--- config.mk ---
export PLATFORM = sky130hd
export DESIGN_NAME = mem_arbiter_ctrl
export DESIGN_NICKNAME = d
export VERILOG_FILES = /design/src/rtl/mem_arbiter_ctrl_pkg.sv /design/src/rtl/mem_arbiter_ctrl_rr_arbiter.sv /design/src/rtl/mem_arbiter_ctrl.sv
export SDC_FILE = /design/constraint.sdc
export NUM_CORES = 1
export LEC_CHECK = 0
export CELL_PAD_IN_SITES_DETAIL_PLACEMENT = 2
export CELL_PAD_IN_SITES_GLOBAL_PLACEMENT = 2
export CORE_MARGIN = 8
export CORE_UTILIZATION = 26
export CTS_BUF_LIST = sky130_fd_sc_hd__clkbuf_16
export DETAILED_ROUTE_END_ITERATION = 10
export PLACE_DENSITY = 0.84
export SKIP_CTS_REPAIR_TIMING = 1
export SLEW_MARGIN = 10
export SYNTH_ARGS = -nofsm -noshare
export SYNTH_HDL_FRONTEND = slang
export SYNTH_HIERARCHICAL = 1
export SYNTH_SLANG_ARGS = --single-unit
--- constraint.sdc ---
create_clock -name clk -period 9.6 [get_ports clk]
set_input_delay 0.96 -clock clk [delete_from_list [all_inputs] [get_ports clk]]
set_output_delay 0.96 -clock clk [all_outputs]
set_load 0.005 [all_outputs]
--- src/rtl/mem_arbiter_ctrl_pkg.sv ---
// Shared definitions for the multi-channel byte-serialising memory controller:
// FSM state encodings and the width-derivation helpers used by every file.
package mem_arbiter_ctrl_pkg;

    localparam logic [1:0] IDLE = 2'd0;
    localparam logic [1:0] RD   = 2'd1;
    localparam logic [1:0] WR   = 2'd2;
    localparam logic [1:0] ACK  = 2'd3;

    // Number of RAM beats that make up one CPU word.
    function automatic int calc_bytes(input int c_data_l, input int m_data_l);
        return c_data_l / m_data_l;
    endfunction

    // Index width for n items, never narrower than one bit.
    function automatic int idx_width(input int n);
        return (n <= 1) ? 1 : $clog2(n);
    endfunction

endpackage

--- src/rtl/mem_arbiter_ctrl_rr_arbiter.sv ---
// Round-robin request picker: first requesting channel at or after ptr,
// searching upward and wrapping modulo NCH.
module rr_arbiter
    import mem_arbiter_ctrl_pkg::*;
#(
    parameter  int NCH  = 2,
    localparam int CH_W = idx_width(NCH)
) (
    input  logic [NCH-1:0]  req,
    input  logic [CH_W-1:0] ptr,
    output logic [CH_W-1:0] gnt_idx,
    output logic            gnt_vld
);

    always_comb begin
        int              j;
        logic [CH_W-1:0] cand;
        gnt_idx = '0;
        gnt_vld = 1'b0;
        j       = 0;
        cand    = '0;
        for (int i = 0; i < NCH; i++) begin
            j    = (int'(ptr) + i) % NCH;
            cand = CH_W'(j);
            if (!gnt_vld && req[cand]) begin
                gnt_vld = 1'b1;
                gnt_idx = cand;
            end
        end
    end

endmodule

--- src/rtl/mem_arbiter_ctrl.sv ---
// Arbitrates NCH CPU channels onto one narrow RAM port, splitting each word
// access of 1..BYTES beats into a handshaked sequence of RAM transactions.
module mem_arbiter_ctrl
    import mem_arbiter_ctrl_pkg::*;
#(
    parameter  int MADDR_L  = 32,
    parameter  int M_DATA_L = 8,
    parameter  int C_DATA_L = 32,
    parameter  int NCH      = 2,
    localparam int BYTES    = calc_bytes(C_DATA_L, M_DATA_L),
    localparam int LEN_W    = idx_width(BYTES),
    localparam int CH_W     = idx_width(NCH)
) (
    input  logic                    clk,
    input  logic                    rst,
    input  logic [NCH*MADDR_L-1:0]  c_raddr,
    input  logic [NCH*MADDR_L-1:0]  c_waddr,
    input  logic [NCH*C_DATA_L-1:0] c_din,
    input  logic [NCH*LEN_W-1:0]    c_len,
    input  logic [NCH-1:0]          c_re,
    input  logic [NCH-1:0]          c_we,
    output logic [C_DATA_L-1:0]     c_dout,
    output logic [NCH-1:0]          c_rack,
    output logic [NCH-1:0]          c_wack,
    output logic [MADDR_L-1:0]      m_raddr,
    output logic [MADDR_L-1:0]      m_waddr,
    output logic [M_DATA_L-1:0]     m_dout,
    input  logic [M_DATA_L-1:0]     m_din,
    output logic                    m_re,
    output logic                    m_we,
    input  logic                    m_rack,
    input  logic                    m_wack
);

    logic [1:0]          state_q, state_d;
    logic [CH_W-1:0]     rr_ptr_q, rr_ptr_d;
    logic [CH_W-1:0]     ch_q, ch_d;
    logic                wr_q, wr_d;
    logic                req_q, req_d;
    logic                last_q, last_d;

    logic [MADDR_L-1:0]  addr_q, addr_d;
    logic [C_DATA_L-1:0] data_q, data_d;
    logic [LEN_W-1:0]    len_q, len_d;
    logic [LEN_W-1:0]    k_q, k_d;
    logic [C_DATA_L-1:0] asm_q, asm_d;

    logic [CH_W-1:0]     gnt_idx;
    logic                gnt_vld;
    logic [MADDR_L-1:0]  byte_addr;
    logic                beat_ack;

    rr_arbiter #(.NCH(NCH)) u_rr_arbiter (
        .req     (c_re | c_we),
        .ptr     (rr_ptr_q),
        .gnt_idx (gnt_idx),
        .gnt_vld (gnt_vld)
    );

    assign byte_addr = addr_q + MADDR_L'(k_q);
    assign beat_ack  = (state_q == RD) ? m_rack : m_wack;

    always_comb begin
        state_d  = state_q;
        rr_ptr_d = rr_ptr_q;
        ch_d     = ch_q;
        wr_d     = wr_q;
        req_d    = req_q;
        last_d   = last_q;
        addr_d   = addr_q;
        data_d   = data_q;
        len_d    = len_q;
        k_d      = k_q;
        asm_d    = asm_q;
        case (state_q)
            IDLE: begin
                if (gnt_vld) begin
                    // A channel asking for both is served as a write first.
                    ch_d     = gnt_idx;
                    rr_ptr_d = (int'(gnt_idx) + 1 == NCH) ? '0 : gnt_idx + 1'b1;
                    wr_d     = c_we[gnt_idx];
                    addr_d   = wr_d ? c_waddr[int'(gnt_idx)*MADDR_L +: MADDR_L]
                                    : c_raddr[int'(gnt_idx)*MADDR_L +: MADDR_L];
                    data_d   = c_din[int'(gnt_idx)*C_DATA_L +: C_DATA_L];
                    len_d    = c_len[int'(gnt_idx)*LEN_W +: LEN_W];
                    k_d      = '0;
                    asm_d    = '0;
                    req_d    = 1'b1;
                    last_d   = 1'b0;
                    state_d  = wr_d ? WR : RD;
                end
            end
            RD, WR: begin
                if (req_q) begin
                    if (beat_ack) begin
                        req_d  = 1'b0;
                        last_d = (k_q == len_q);
                        if (state_q == RD) begin
                            asm_d[int'(k_q)*M_DATA_L +: M_DATA_L] = m_din;
                        end
                    end
                end else if (last_q) begin
                    state_d = ACK;
                end else begin
                    // Request-low gap cycle: advance to the next beat.
                    k_d   = k_q + 1'b1;
                    req_d = 1'b1;
                end
            end
            default: state_d = IDLE;
        endcase
    end

    always_ff @(posedge clk or negedge rst) begin
        if (!rst) begin
            state_q  <= IDLE;
            rr_ptr_q <= '0;
            ch_q     <= '0;
            wr_q     <= 1'b0;
            req_q    <= 1'b0;
            last_q   <= 1'b0;
        end else begin
            state_q  <= state_d;
            rr_ptr_q <= rr_ptr_d;
            ch_q     <= ch_d;
            wr_q     <= wr_d;
            req_q    <= req_d;
            last_q   <= last_d;
        end
    end

    always_ff @(posedge clk) begin
        addr_q <= addr_d;
        data_q <= data_d;
        len_q  <= len_d;
        k_q    <= k_d;
        asm_q  <= asm_d;
    end

    // Outputs are gated by state so reset forces them all to zero at once.
    always_comb begin
        m_re    = (state_q == RD) && req_q;
        m_we    = (state_q == WR) && req_q;
        m_raddr = (state_q == RD) ? byte_addr : '0;
        m_waddr = (state_q == WR) ? byte_addr : '0;
        m_dout  = (state_q == WR) ? data_q[int'(k_q)*M_DATA_L +: M_DATA_L] : '0;
        c_dout  = (state_q == ACK && !wr_q) ? asm_q : '0;
        c_rack  = '0;
        c_wack  = '0;
        if (state_q == ACK) begin
            if (wr_q) c_wack[ch_q] = 1'b1;
            else      c_rack[ch_q] = 1'b1;
        end
    end

endmodule

* Word-level counts from Yosys, hierarchy flattened *
Index checks and enable logic that the tools add are counted.

word-level totals
  register bits after elaboration = 107
  input port bits = 212
  output and inout port bits = 110

cells by class
  $add $sub $neg = 6
  magnitude comparators = 5
  equal/unequal tests = 12
  shift operators = 7
  mux-type cells = 47
  bitwise operators = 1
  reduce and logical (&&, ||, !) cells = 16

operator list
  operator                                                                  number
  32-bit two-way mux                                                        8
  64-bit by 7-bit variable part select with 32-bit output                   3
  32-bit one-hot mux with 2 select lines                                    1
  5-bit negation with 33-bit output                                         1
  8-bit by 33-bit variable shift with 32-bit output (first input constant)  1
  8-bit by 33-bit variable part select with 32-bit output                   1
  32-bit by 2-bit adder with 32-bit output                                  1
  32-bit bitwise mux                                                        1
  32-bit by 6-bit variable part select with 8-bit output                    1
  2-bit two-way mux                                                         11
  1-bit two-way mux                                                         20
  2-bit inequality test (second input constant)                             7
  1-bit by 2-bit < comparator with 1-bit output (second input constant)     4
  8-bit two-way mux                                                         1
  2-bit one-hot mux with 2 select lines                                     2
  4-bit AND reduction                                                       2
  2-bit == test (second input constant)                                     3
  1-bit logical AND                                                         5
  5-bit AND reduction                                                       1
  1-bit one-hot mux with 2 select lines                                     2
  2-bit AND reduction                                                       2
  4-bit by 3-bit variable part select with 2-bit output                     1
  3-bit AND reduction                                                       1
  1-bit adder (second input constant)                                       2
  other kinds (11)                                                          12

* Longest topological paths before layout *
  word-level depth = 12
  gate-level depth with buffers = 9
  mapped depth without buffers = 6

* Hierarchy *
Netlist, hierarchy kept.

modules (own cells, without submodules)
  module            instances  cells each  area an instance (um^2)
  mem_arbiter_ctrl  1          706         7379.6
  rr_arbiter        1          3           17.5

* Worst setup path before layout *
No wires, ideal clock.

  kind = in2reg
  start point = input port c_we[1]
  end point = register asm_q[0], enable pin
  arrival = 4632 ps
  required time = 9130 ps
  slack = 4498 ps
  stages = 7
  cell sequence = clkbuf_1 > clkbuf_1 > or2_2 > or2_1 > nand2b_1 > o21ai_0 > a211oi_1

between the ends
  word-level cells in the longest chain between the ends = 9
  elaborated cells between the ends (all ways) = 11

ends and longest elaborated chain
  what                                                  line                               RTL
  from (decl)                                           mem_arbiter_ctrl.sv:21             input logic [NCH-1:0] c_we,
  2-bit bitwise OR (*)                                  mem_arbiter_ctrl.sv:54             .req (c_re | c_we),
  1-bit two-way mux (implied by the code) (2 in a row)  mem_arbiter_ctrl_rr_arbiter.sv:25  if (!gnt_vld && req[cand]) begin
  1-bit two-way mux                                     mem_arbiter_ctrl_rr_arbiter.sv:25
  1-bit logical NOT                                     mem_arbiter_ctrl_rr_arbiter.sv:25
  1-bit logical AND                                     mem_arbiter_ctrl_rr_arbiter.sv:25
  1-bit two-way mux (*)                                 mem_arbiter_ctrl_rr_arbiter.sv:25
  named net gnt_vld                                     mem_arbiter_ctrl.sv:49             logic gnt_vld;
  2-bit inequality test (no line) (*)                   --
  5-bit AND reduction (no line) (*)                     --
  to (signal assigned)                                  mem_arbiter_ctrl.sv:137            asm_q <= asm_d;
  to (decl)                                             mem_arbiter_ctrl.sv:46             logic [C_DATA_L-1:0] asm_q, asm_d;

Mark *: on every way through the listed nets, which the timed path passes. The rest lies on a longest branch. The select of a mux whose other input is x is not followed.
A chain may end at the register's enable or synchronous reset.

* Worst setup path after layout *
  start point = register k_q[1]
  end point = output port m_raddr[30]

between the ends
  word-level cells in the longest chain between the ends = 2

ends and longest elaborated chain
  what                                      line                     RTL
  from (decl)                               mem_arbiter_ctrl.sv:45   logic [LEN_W-1:0] k_q, k_d;
  from (signal assigned)                    mem_arbiter_ctrl.sv:136  k_q <= k_d;
  32-bit by 2-bit adder with 32-bit output  mem_arbiter_ctrl.sv:60   assign byte_addr = addr_q + MADDR_L'(k_q);
  32-bit two-way mux                        mem_arbiter_ctrl.sv:144  m_raddr = (state_q == RD) ? byte_addr : '0;
  to (decl)                                 mem_arbiter_ctrl.sv:25   output logic [MADDR_L-1:0] m_raddr,

No other way between the ends.

==> results.md <==
| Stage | Item | Reported |
|---|---|---|
| status | Status | complete, no violations |
| placed design | Port Buffers | 321 |
| die | Placement row count | 61 |
| grt | Global-route wire length before repair | 46,780 um |
| synth | Area leader, netlist | edfxtp_1 |
| grt | Tot GR Track Use | 18.11% |
| sta | Worst-Margin Slew | 1.028 ns |
| worst setup path | Type of destination of the critical path | output port |
| worst setup path | Data arrival time of the critical path | 3.35 ns |
| synth | Portion of synthesized cell area occupied by the leading cell type | 40.60% |
| grt | Grt met3 use | 3.170% |
| sta | Setup TNS | 0 ns |
| grt | Vias in the first global route | 7,617 |
| routing | Ratio of routed vias to standard cells | 4.800 |
| grt | Antenna violations before repair | 6 |
| die | Die Span X | 184.7 um |
| worst setup path | Crit-path max FO | 14 |
| power | Switching Fraction | 39.19% |
| sta | Slew headroom | 31.37% |
| routing | Drt total wl | 31,460 um |
| worst setup path | Crit start category | register |
| synth | Primary flip-flop cell chosen by synthesis mapping | edfxtp_1 |
| synth | Post-synthesis cell type count | 48 |
| clocking | Worst-path clk slew | 0.08 ns |
| power | Pwr/cell area | 263.4 nW/um2 |
| synth | Number of storage elements in the synthesis netlist | 107 |
| cells and area | Net count, final | 1,229 |
| power | Clock power share | 13.5% |
| die | Core outline area | 27,930 um2 |
| die | Die height | 184.7 um |
| routing | First-iteration detailed-routing DRC count | 300 |
| synth | Number of cells produced by synthesis | 709 |
| synth | Ys async rst share | 6.542% |
| min path | HP Class | reg -> reg |
| synth | Post-synthesis area per instance | 10.43 um2 |
| placed design | Final weighted congestion in routability-driven placement | 0.8282 |
| routing | Post-DR wirelength/cell | 22.57 um |
| die | I/O pins | 322 |
| worst setup path | CP Cell Sequence | fa_1 -> nand4_2 -> or4_1 -> a21boi_0 -> clkdlybuf4s50_1 |
| worst setup path | Critical setup path kind | reg -> out |
| sta | RSZ-0062 raised after global routing | false |
| synth | Portion of the post-synthesis area used by sequential elements | 42.96% |
| synth | Post-synth design cell area | 7397 um2 |
| die | Initial Utilization | 26.48% |
| worst setup path | Required @ worst endpoint | 8.64 ns |
| clocking | Number of buffers added by the clock tree synthesis step | 9 |
| worst setup path | Number of buffers and inverters on the critical path | 1 |
| worst setup path | CP delay by family, top | flip-flops |
| grt | Largest net degree at the start of global routing | 81 |
| cells and area | Finished layout cell area | 11,300 um2 |
| routing | DRT antenna net count | 0 |
| cells and area | Top library cells by usage in the layout, fill and taps aside | clkdlybuf4s50_1, nor2b_1, edfxtp_1, a21oi_1, and2_1 |
| clocking | CTS tree | yes |
| sta | Clk_skew | 0.01690 ns |
| power | Part of the power in registers | 34.3% |
| power | Leakage Power | 3.892 nW |
| grt | Busiest grt layer | met2 |
| routing | Number of vias in the routed layout | 6,691 |
| power | Total Power | 2.977 mW |
| placed design | Half-perimeter wire length after detailed placement | 25,190 um |
| placed design | Post-detailed-placement cell area | 10,980 um2 |
| routing | Number of iterations in the first detailed-routing pass | 4 |
| synth | Yosys warnings | 6 |
| grt | Met2 track demand over resource in global routing | 32.17% |
| clocking | Total number of H-tree levels | 3 |
| worst setup path | Delay of the slowest cell on the worst path | 0.85 ns |
| power | Worst voltage drop across the vdd grid | 149.6 uV |
| grt | Routing usage on met1 | 21.54% |
| sta | Final max-slew violation count | 0 |
| cells and area | Area growth from synthesis to final layout | 52.81% |
| clocking | Number of sinks driven by the clock tree | 107 |
| power | Combinational fraction of design power | 52.2% |
| sta | Count of endpoints failing hold in the final timing report | 0 |
| clocking | Clock root cell | clkbuf_16 |
| synth | Top cells by area, synth | edfxtp_1, nor2b_1, mux2i_1, mux2_2, a21oi_1 |
| clocking | Clock latency of the later-clocked register in the worst-skew pair | 0.36 ns |
| die | Overall die area | 34,100 um2 |
| cells and area | Number of fill cells | 2,976 |
| power | Power spent charging and discharging nets | 1.167 mW |
| cells and area | Most common library cell in the layout ignoring fill and taps | clkdlybuf4s50_1 |
| sta | Final setup violation count | 0 |
| flow run | Count of maximum capacitance violations | 0 |
| power | Internal cell power | 1.810 mW |
| sta | Final period util | 44.93% |
| clocking | Max Buffers Root-to-Sink | 2 |
| sta | Maximum clock rate | 231.8 MHz |
| synth | Number of nets in the synthesized netlist | 933 |
| grt | Total congestion overflow after global routing | 0 |
| synth | Number of enable flip-flop cells after synthesis | 100 |
| routing | Residual DRC count | 0 |
| cells and area | Fraction of final layout cells with drive strength greater than 1 | 8.515% |
| worst setup path | Slowest library cell on the worst path | edfxtp_1 |
| sta | Post-layout min period | 4.314 ns |
[flip-flops by register name (all words and copies together), names as in the netlist]
signal,flops
addr_q,32
rr_ptr_q,1
len_q,2
ch_q,1
state_q,2
last_q,1
req_q,1
data_q,32
k_q,2
asm_q,32
wr_q,1
[through the flow]
| step | utilization (%) | instances | hold WS (ns) | setup WS, ns |
|---|---|---|---|---|
| floorplan | - | 709 | 0.4498 | 4.498 |
| global placement | 39.30 | 1372 | 0.4836 | 5.802 |
| detailed placement | 39.30 | 1372 | 0.4881 | 5.604 |
| CTS | 40.41 | 1388 | 0.5064 | 5.190 |
| global route | 40.46 | 1393 | 0.5419 | 5.018 |
| finish | 40.46 | 1394 | 0.5098 | 5.286 |
[cell families (layout without fill, tap and decap cells)]
| logic type | count (synthesis) | in the layout | share of synthesized area (%) |
|---|---|---|---|
| muxes | 94 | 94 | 14.70 |
| and+or+nand+nor | 284 | 284 | 23.49 |
| adders and majority gates | 12 | 12 | 2.131 |
| xor gates and xnor gates | 14 | 14 | 1.658 |
| buffers and inverters | 56 | 357 | 3.163 |
| AOI/OAI and AO/OA | 142 | 142 | 11.89 |
| DFF | 107 | 107 | 42.96 |
| other | 0 | 6 | 0 |
[tightest hold or removal path, stage by stage, from the launching register on]
cell     delay, ns
dfrtp_1       0.36
nand2_1       0.05
o21ai_0       0.06
[layer usage]
metal | vias up | wire length [um]
met5 | - | 13
met4 | 2 | 834
met3 | 39 | 1283
met2 | 185 | 16170
met1 | 3296 | 13160
li1 | 3169 | -
[power groups by stage]
stage	sequential, mW	combinational (mW)	clock (mW)
CTS	1.02	1.60	0.414
global placement	1.02	1.53	0
finish	1.02	1.55	0.401
floorplan	0.944	0.888	0
global route	1.05	1.70	0.426
detailed placement	1.03	1.58	0
[area by class of cell]
cell class	instances	area [um2]	area share (%)
Antenna cell	6	15.01	0.1328
Clock buffer	9	225.2	1.992
Multi-Input combinational cell	546	4014	35.51
Clock inverter	7	86.33	0.7638
Sequential cell	107	3178	28.12
Inverter	11	41.29	0.3653
Timing Repair Buffer	330	3271	28.94
Tap cell	378	473.0	4.184
[final timing paths]
| path | to | start | slack (ns) | cells after the start |
|---|---|---|---|---|
| worst max-delay path | m_raddr[30] | k_q[1] | 5.29 | 5 |
| worst min-delay path | rr_ptr_q | rr_ptr_q | 0.51 | 2 |
| worst max register to register | asm_q[8] | k_q[1] | 6.79 | 6 |
| worst min register to register | rr_ptr_q | rr_ptr_q | 0.51 | 2 |
| max in group asynchronous | wr_q | rst | 8.43 | 1 |
| min in group asynchronous | rr_ptr_q | rst | 0.89 | 1 |
[synthesized netlist by cell type, types with 2 or more instances]
library cell,number
a211oi_1,33
a21boi_0,11
a21boi_1,11
a21oi_1,67
and2_1,52
and3_1,4
and4_1,3
and4_4,2
buf_1,4
buf_2,4
buf_6,2
clkbuf_1,34
dfrtp_1,7
edfxtp_1,100
ha_1,11
inv_1,11
mux2_2,37
mux2i_1,49
mux4_2,8
nand2_1,38
nand2b_1,16
nand3_1,7
nand4_1,7
nand4_4,2
nor2_1,5
nor2b_1,120
nor3_1,9
o21ai_0,7
o31ai_1,8
or2_2,2
or3_1,2
or4_1,8
xnor2_1,2
xor2_1,12
Note: power is estimated with default switching activity, not from simulation.
